File: src/rtl/vga_timing_gen.sv
// vga_timing_gen: parametrised VGA raster timing generator.
// Produces sync, blank, physical and down-scaled coordinates, line/frame
// strobes and a frame counter, all registered so they describe the current
// raster position.
module vga_timing_gen #(
  parameter int H_ACTIVE    = 640,
  parameter int H_FP        = 16,
  parameter int H_SYNC      = 96,
  parameter int H_BP        = 48,
  parameter int V_ACTIVE    = 480,
  parameter int V_FP        = 10,
  parameter int V_SYNC      = 2,
  parameter int V_BP        = 33,
  parameter bit HS_POL      = 1'b0,
  parameter bit VS_POL      = 1'b0,
  parameter int SCALE_SHIFT = 0,
  parameter int CNT_W       = 10
) (
  input  logic             clk,
  input  logic             reset,
  input  logic             pix_en,
  output logic             HS,
  output logic             VS,
  output logic             blank,
  output logic [CNT_W-1:0] x,
  output logic [CNT_W-1:0] y,
  output logic [CNT_W-1:0] x_log,
  output logic [CNT_W-1:0] y_log,
  output logic             line_start,
  output logic             frame_start,
  output logic [7:0]       frame_cnt
);

  localparam int H_TOTAL = H_ACTIVE + H_FP + H_SYNC + H_BP;
  localparam int V_TOTAL = V_ACTIVE + V_FP + V_SYNC + V_BP;

  localparam logic [CNT_W-1:0] H_LAST     = CNT_W'(H_TOTAL - 1);
  localparam logic [CNT_W-1:0] V_LAST     = CNT_W'(V_TOTAL - 1);
  localparam logic [CNT_W-1:0] H_VIS      = CNT_W'(H_ACTIVE);
  localparam logic [CNT_W-1:0] V_VIS      = CNT_W'(V_ACTIVE);
  localparam logic [CNT_W-1:0] HS_START   = CNT_W'(H_ACTIVE + H_FP);
  localparam logic [CNT_W-1:0] HS_END     = CNT_W'(H_ACTIVE + H_FP + H_SYNC);
  localparam logic [CNT_W-1:0] VS_START   = CNT_W'(V_ACTIVE + V_FP);
  localparam logic [CNT_W-1:0] VS_END     = CNT_W'(V_ACTIVE + V_FP + V_SYNC);

  logic [CNT_W-1:0] x_nxt;
  logic [CNT_W-1:0] y_nxt;
  logic [7:0]       frame_cnt_nxt;
  logic             line_start_nxt;
  logic             frame_start_nxt;
  logic             hs_act;
  logic             vs_act;

  // Next raster position; counters wrap with equality compares so they can
  // never run past the last pixel/line, and strobes only fire on an enabled
  // wrap so they stay one clock wide.
  always_comb begin
    x_nxt           = x;
    y_nxt           = y;
    frame_cnt_nxt   = frame_cnt;
    line_start_nxt  = 1'b0;
    frame_start_nxt = 1'b0;
    if (pix_en) begin
      if (x == H_LAST) begin
        x_nxt          = '0;
        line_start_nxt = 1'b1;
        if (y == V_LAST) begin
          y_nxt           = '0;
          frame_start_nxt = 1'b1;
          frame_cnt_nxt   = frame_cnt + 8'd1;
        end else begin
          y_nxt = y + 1'b1;
        end
      end else begin
        x_nxt = x + 1'b1;
      end
    end
  end

  // Sync windows decoded from the next position so the registered syncs line
  // up with the registered coordinates.
  always_comb begin
    hs_act = (x_nxt >= HS_START) && (x_nxt < HS_END);
    vs_act = (y_nxt >= VS_START) && (y_nxt < VS_END);
  end

  // Register counters and every decoded output on the same edge.
  always_ff @(posedge clk) begin
    if (!reset) begin
      x           <= '0;
      y           <= '0;
      x_log       <= '0;
      y_log       <= '0;
      blank       <= 1'b0;
      HS          <= ~HS_POL;
      VS          <= ~VS_POL;
      line_start  <= 1'b0;
      frame_start <= 1'b0;
      frame_cnt   <= 8'd0;
    end else begin
      x           <= x_nxt;
      y           <= y_nxt;
      x_log       <= x_nxt >> SCALE_SHIFT;
      y_log       <= y_nxt >> SCALE_SHIFT;
      blank       <= (x_nxt >= H_VIS) || (y_nxt >= V_VIS);
      HS          <= hs_act ? HS_POL : ~HS_POL;
      VS          <= vs_act ? VS_POL : ~VS_POL;
      line_start  <= line_start_nxt;
      frame_start <= frame_start_nxt;
      frame_cnt   <= frame_cnt_nxt;
    end
  end

endmodule

File: config.mk
export PLATFORM = sky130hd
export DESIGN_NAME = vga_timing_gen
export DESIGN_NICKNAME = d
export VERILOG_FILES = /design/src/rtl/vga_timing_gen.sv
export SDC_FILE = /design/constraint.sdc
export NUM_CORES = 1
export LEC_CHECK = 0
export CORE_MARGIN = 2
export CORE_UTILIZATION = 40
export DETAILED_ROUTE_END_ITERATION = 8
export PLACE_DENSITY = 0.69
export SLEW_MARGIN = 20
export SYNTH_ARGS = -nofsm -noshare
export SYNTH_HDL_FRONTEND = slang
export SYNTH_SLANG_ARGS = --single-unit
File: constraint.sdc
create_clock -name clk -period 3.22 [get_ports clk]
set_input_delay 0.644 -clock clk [delete_from_list [all_inputs] [get_ports clk]]
set_output_delay 0.644 -clock clk [all_outputs]
set_load 0.01 [all_outputs]
==> run_results.csv <==
group,metric,value,unit
logic_synthesis,syn_inst,237,
sta,rsz0062_at_grt,"false",
logic_synthesis,syn_area,1960,sq um
worst_hold_path,min_to,"frame_cnt[1]",
logic_synthesis,ys_top_cells_by_area,"dfxtp_1 (34%), buf_4 (7.6%), xnor2_1 (6.2%), and2_1 (5.4%), nand2_1 (4.4%)",
power,cellPowerDensity,296,nW/um^2
placement,post-dp-hpwl,3.06,mm
setup_path,reg2reg_to,"blank",
logic_synthesis,synth_cell_types,48,
sta,worstMarginPinSlew,0.517,ns
floorplan,num_io_pins,56,
global_route,overflow,0,
sta,hold_violations,0,
logic_synthesis,postSynthNetCount,244,
cts,cts_setup_buffers,0,
placement,dpl_cell_area,2420,sq um
global_route,grtUsageTotal,16.1,%
power,vdd.ir_drop.worst,160,uV
logic_synthesis,avgSynthCellArea,8.29,sq um
floorplan,initial_core_util,41.6,%
layout,antenna_cells,0,
detailed_routing,drc,0,
floorplan,core_area,4720,sq um
detailed_routing,drtIter0Drc,114,
setup_path,r2r_start,"y_log[5]",
logic_synthesis,synthMuxAreaShare,1.08,%
logic_synthesis,synth_top_family_by_area,"simple AND/OR/NAND/NOR gates",
logic_synthesis,synth-simple-area-share,29.4,%
placement,place.gp.congestion,0.967,
logic_synthesis,synth_warnings,0,
setup_path,r2r_cells,6,
logic_synthesis,ys_seq_elements,33,
sta,tns,0,ns
floorplan,die_h,74.1,um
detailed_routing,vias,1786,
layout,fillers,472,
cts,cts_tree,"built",
setup_path,criticalPathCategory,"in2reg",
sta,fin_crit,2.62,ns
layout,nets,278,
setup_path,cp-start-kind,"input pin",
logic_synthesis,yosysSeqAreaShare,33.6,%
logic_synthesis,synth_top_area_share,33.6,%
cts,cts_root_buf,"clkbuf_8",
cts,cts_inserted_buffers,5,
logic_synthesis,synth_edf_count,0,
flow_run,drv_cap,0,
sta,setup_viol,0,
sta,slew_headroom,65.3,%
floorplan,fp.dieW,74.1,um
logic_synthesis,synthArstFlopShare,0,%
cts,clk_pin_slew_worst_paths,0.06,ns
run_status,status,"finished clean",
sta,slew_violations,0,
detailed_routing,dr.pass1.iters,4,
worst_hold_path,hold_path_startpoint,"frame_cnt[1]",
cts,cts.sinks,33,
sta,max_freq,382,MHz
sta,finalClockSkew,0.00503,ns
cts,postCtsHoldBufs,0,
setup_path,endpoint_kind,"flop",
sta,timing.final.crit_share,81.2,%
logic_synthesis,yosys-top-cells-count,"dfxtp_1 (33), nand2_1 (23), buf_4 (20), and2_1 (17), xnor2_1 (14)",
setup_path,r2r_slack,0.80,ns
floorplan,num_rows,25,
cts,cts_buffer_depth,2,
global_route,grt_pass1_vias,1490,
layout,drive_above_1_share,6.25,%
global_route,antenna_found_initial,0,
logic_synthesis,synthXorXnorAreaFrac,8.03,%
placement,portBuffers,55,
logic_synthesis,synth_top_area_cell,"dfxtp_1",
layout,synthToLayoutAreaGrowth,27.3,%
worst_hold_path,hold_class,"reg2reg",
cts,htreeDepth,2,
detailed_routing,avgViaCountPerCell,5.27,
cts,cts_resized,0,
layout,fin_area,2500,sq um
setup_path,arrival,2.79,ns
power,p_leak,0.827,nW
floorplan,dieArea,5490,sq um
worst_hold_path,min_path_cells,2,
logic_synthesis,synth_compound_area_share,13.4,%
setup_path,cp.required,3.40,ns
detailed_routing,antenna_left,0,
detailed_routing,drt_wl_total,4.21,mm
logic_synthesis,synthAdderAreaFrac,2.55,%
logic_synthesis,ys_dominant_reg_cell,"dfxtp_1",
logic_synthesis,synth.most_common_cell,"dfxtp_1",
detailed_routing,wl_per_cell,12.4,um
global_route,grt_max_degree,18,
setup_path,worstPathMaxFanout,11,
global_route,grt_pass1_wl,6.89,mm
sta,timing.hold.ws,0.532,ns
cts,clock_latency,0.28,ns
layout,fin_util,53.0,%
==> through the flow <==
| step | total power, W | setup slack (ns) | cells |
|---|---|---|---|
| after floorplan | 0.000440 | 0.689 | 237 |
| after global placement | 0.000454 | 0.339 | 331 |
| after detailed placement | 0.000454 | 0.315 | 331 |
| after CTS | 0.000752 | 0.617 | 339 |
| after global routing | 0.000769 | 0.479 | 339 |
| final | 0.000740 | 0.605 | 339 |
==> cell families after synthesis <==
logic type                 after synthesis
xor gates and xnor gates                18
buffers and inverters                   38
adders and majority gates                4
AOI/OAI and AO/OA                       39
muxes                                    2
and+or+nand+nor                        103
DFF                                     33
==> area by class of cell <==
type                            instances  area (sq um)  share of cell area [%]
Tap cell                               67          83.8                    3.35
Timing Repair Buffer                   60           588                    23.5
Clock buffer                            8          80.1                    3.20
Multi-Input combinational cell        166          1070                    42.8
Sequential cell                        33           661                    26.4
Inverter                                5          18.8                   0.750
==> report_power, final <==
group / leakage [nW] / switching, W / total [W] / internal, W
logic: 0.522 / 0.0000136 / 0.0000299 / 0.0000163
registers: 0.266 / 0.00000382 / 0.000415 / 0.000411
clock network: 0.0395 / 0.000142 / 0.000295 / 0.000153
total: 0.827 / 0.000159 / 0.000740 / 0.000581
==> critical path, cell delays in order <==
cell and delay [ns]:
clkdlybuf4s50_1 0.58, nand3_1 0.13, or4_1 0.51, buf_4 0.19, nor3_2 0.31, nand3_1 0.14, xnor2_1 0.14, and2_1 0.15
==> how the worst max path moves through the flow <==
stage | depth (start not counted) | startpoint | end | slack, ns
floorplan | 8 | pix_en | frame_cnt[5] | 0.69
global placement | 8 | pix_en | frame_cnt[7] | 0.34
detailed placement | 8 | pix_en | frame_cnt[5] | 0.32
CTS | 8 | pix_en | frame_cnt[5] | 0.62
global route | 7 | pix_en | HS | 0.48
finish | 8 | pix_en | frame_cnt[5] | 0.60
==> metal layers <==
metal / GRT usage (%) / vias up / wire, um
li1: - / 879 / -
met3: 4.61 / 7 / 302
met2: 24.4 / 66 / 1910
met1: 21.1 / 834 / 1930
met5: 0 / - / 0
met4: 7.47 / 0 / 72
==> state kept, by name, summed over array words and instances, names as in the netlist <==
signal,flops
HS,1
VS,1
blank,1
frame_cnt,8
frame_start,1
line_start,1
x_log,10
y_log,10
==> layout by cell type (no fill, tap or decap), types with 3 or more instances in the layout <==
master	count
nand2_1	23
xor2_1	4
buf_4	5
and2_1	17
nor4_1	4
clkdlybuf4s50_1	55
nor3_1	5
and3_1	5
a31oi_1	4
nand3_1	12
nor2_1	10
a21boi_0	5
nand4_1	7
o32ai_1	3
inv_1	5
dfxtp_1	33
clkbuf_8	5
nor2b_1	4
ha_1	4
xnor2_1	14
o21ai_0	8
clkbuf_1	3
a21oi_1	6
Power figures use the tool's default switching activity.
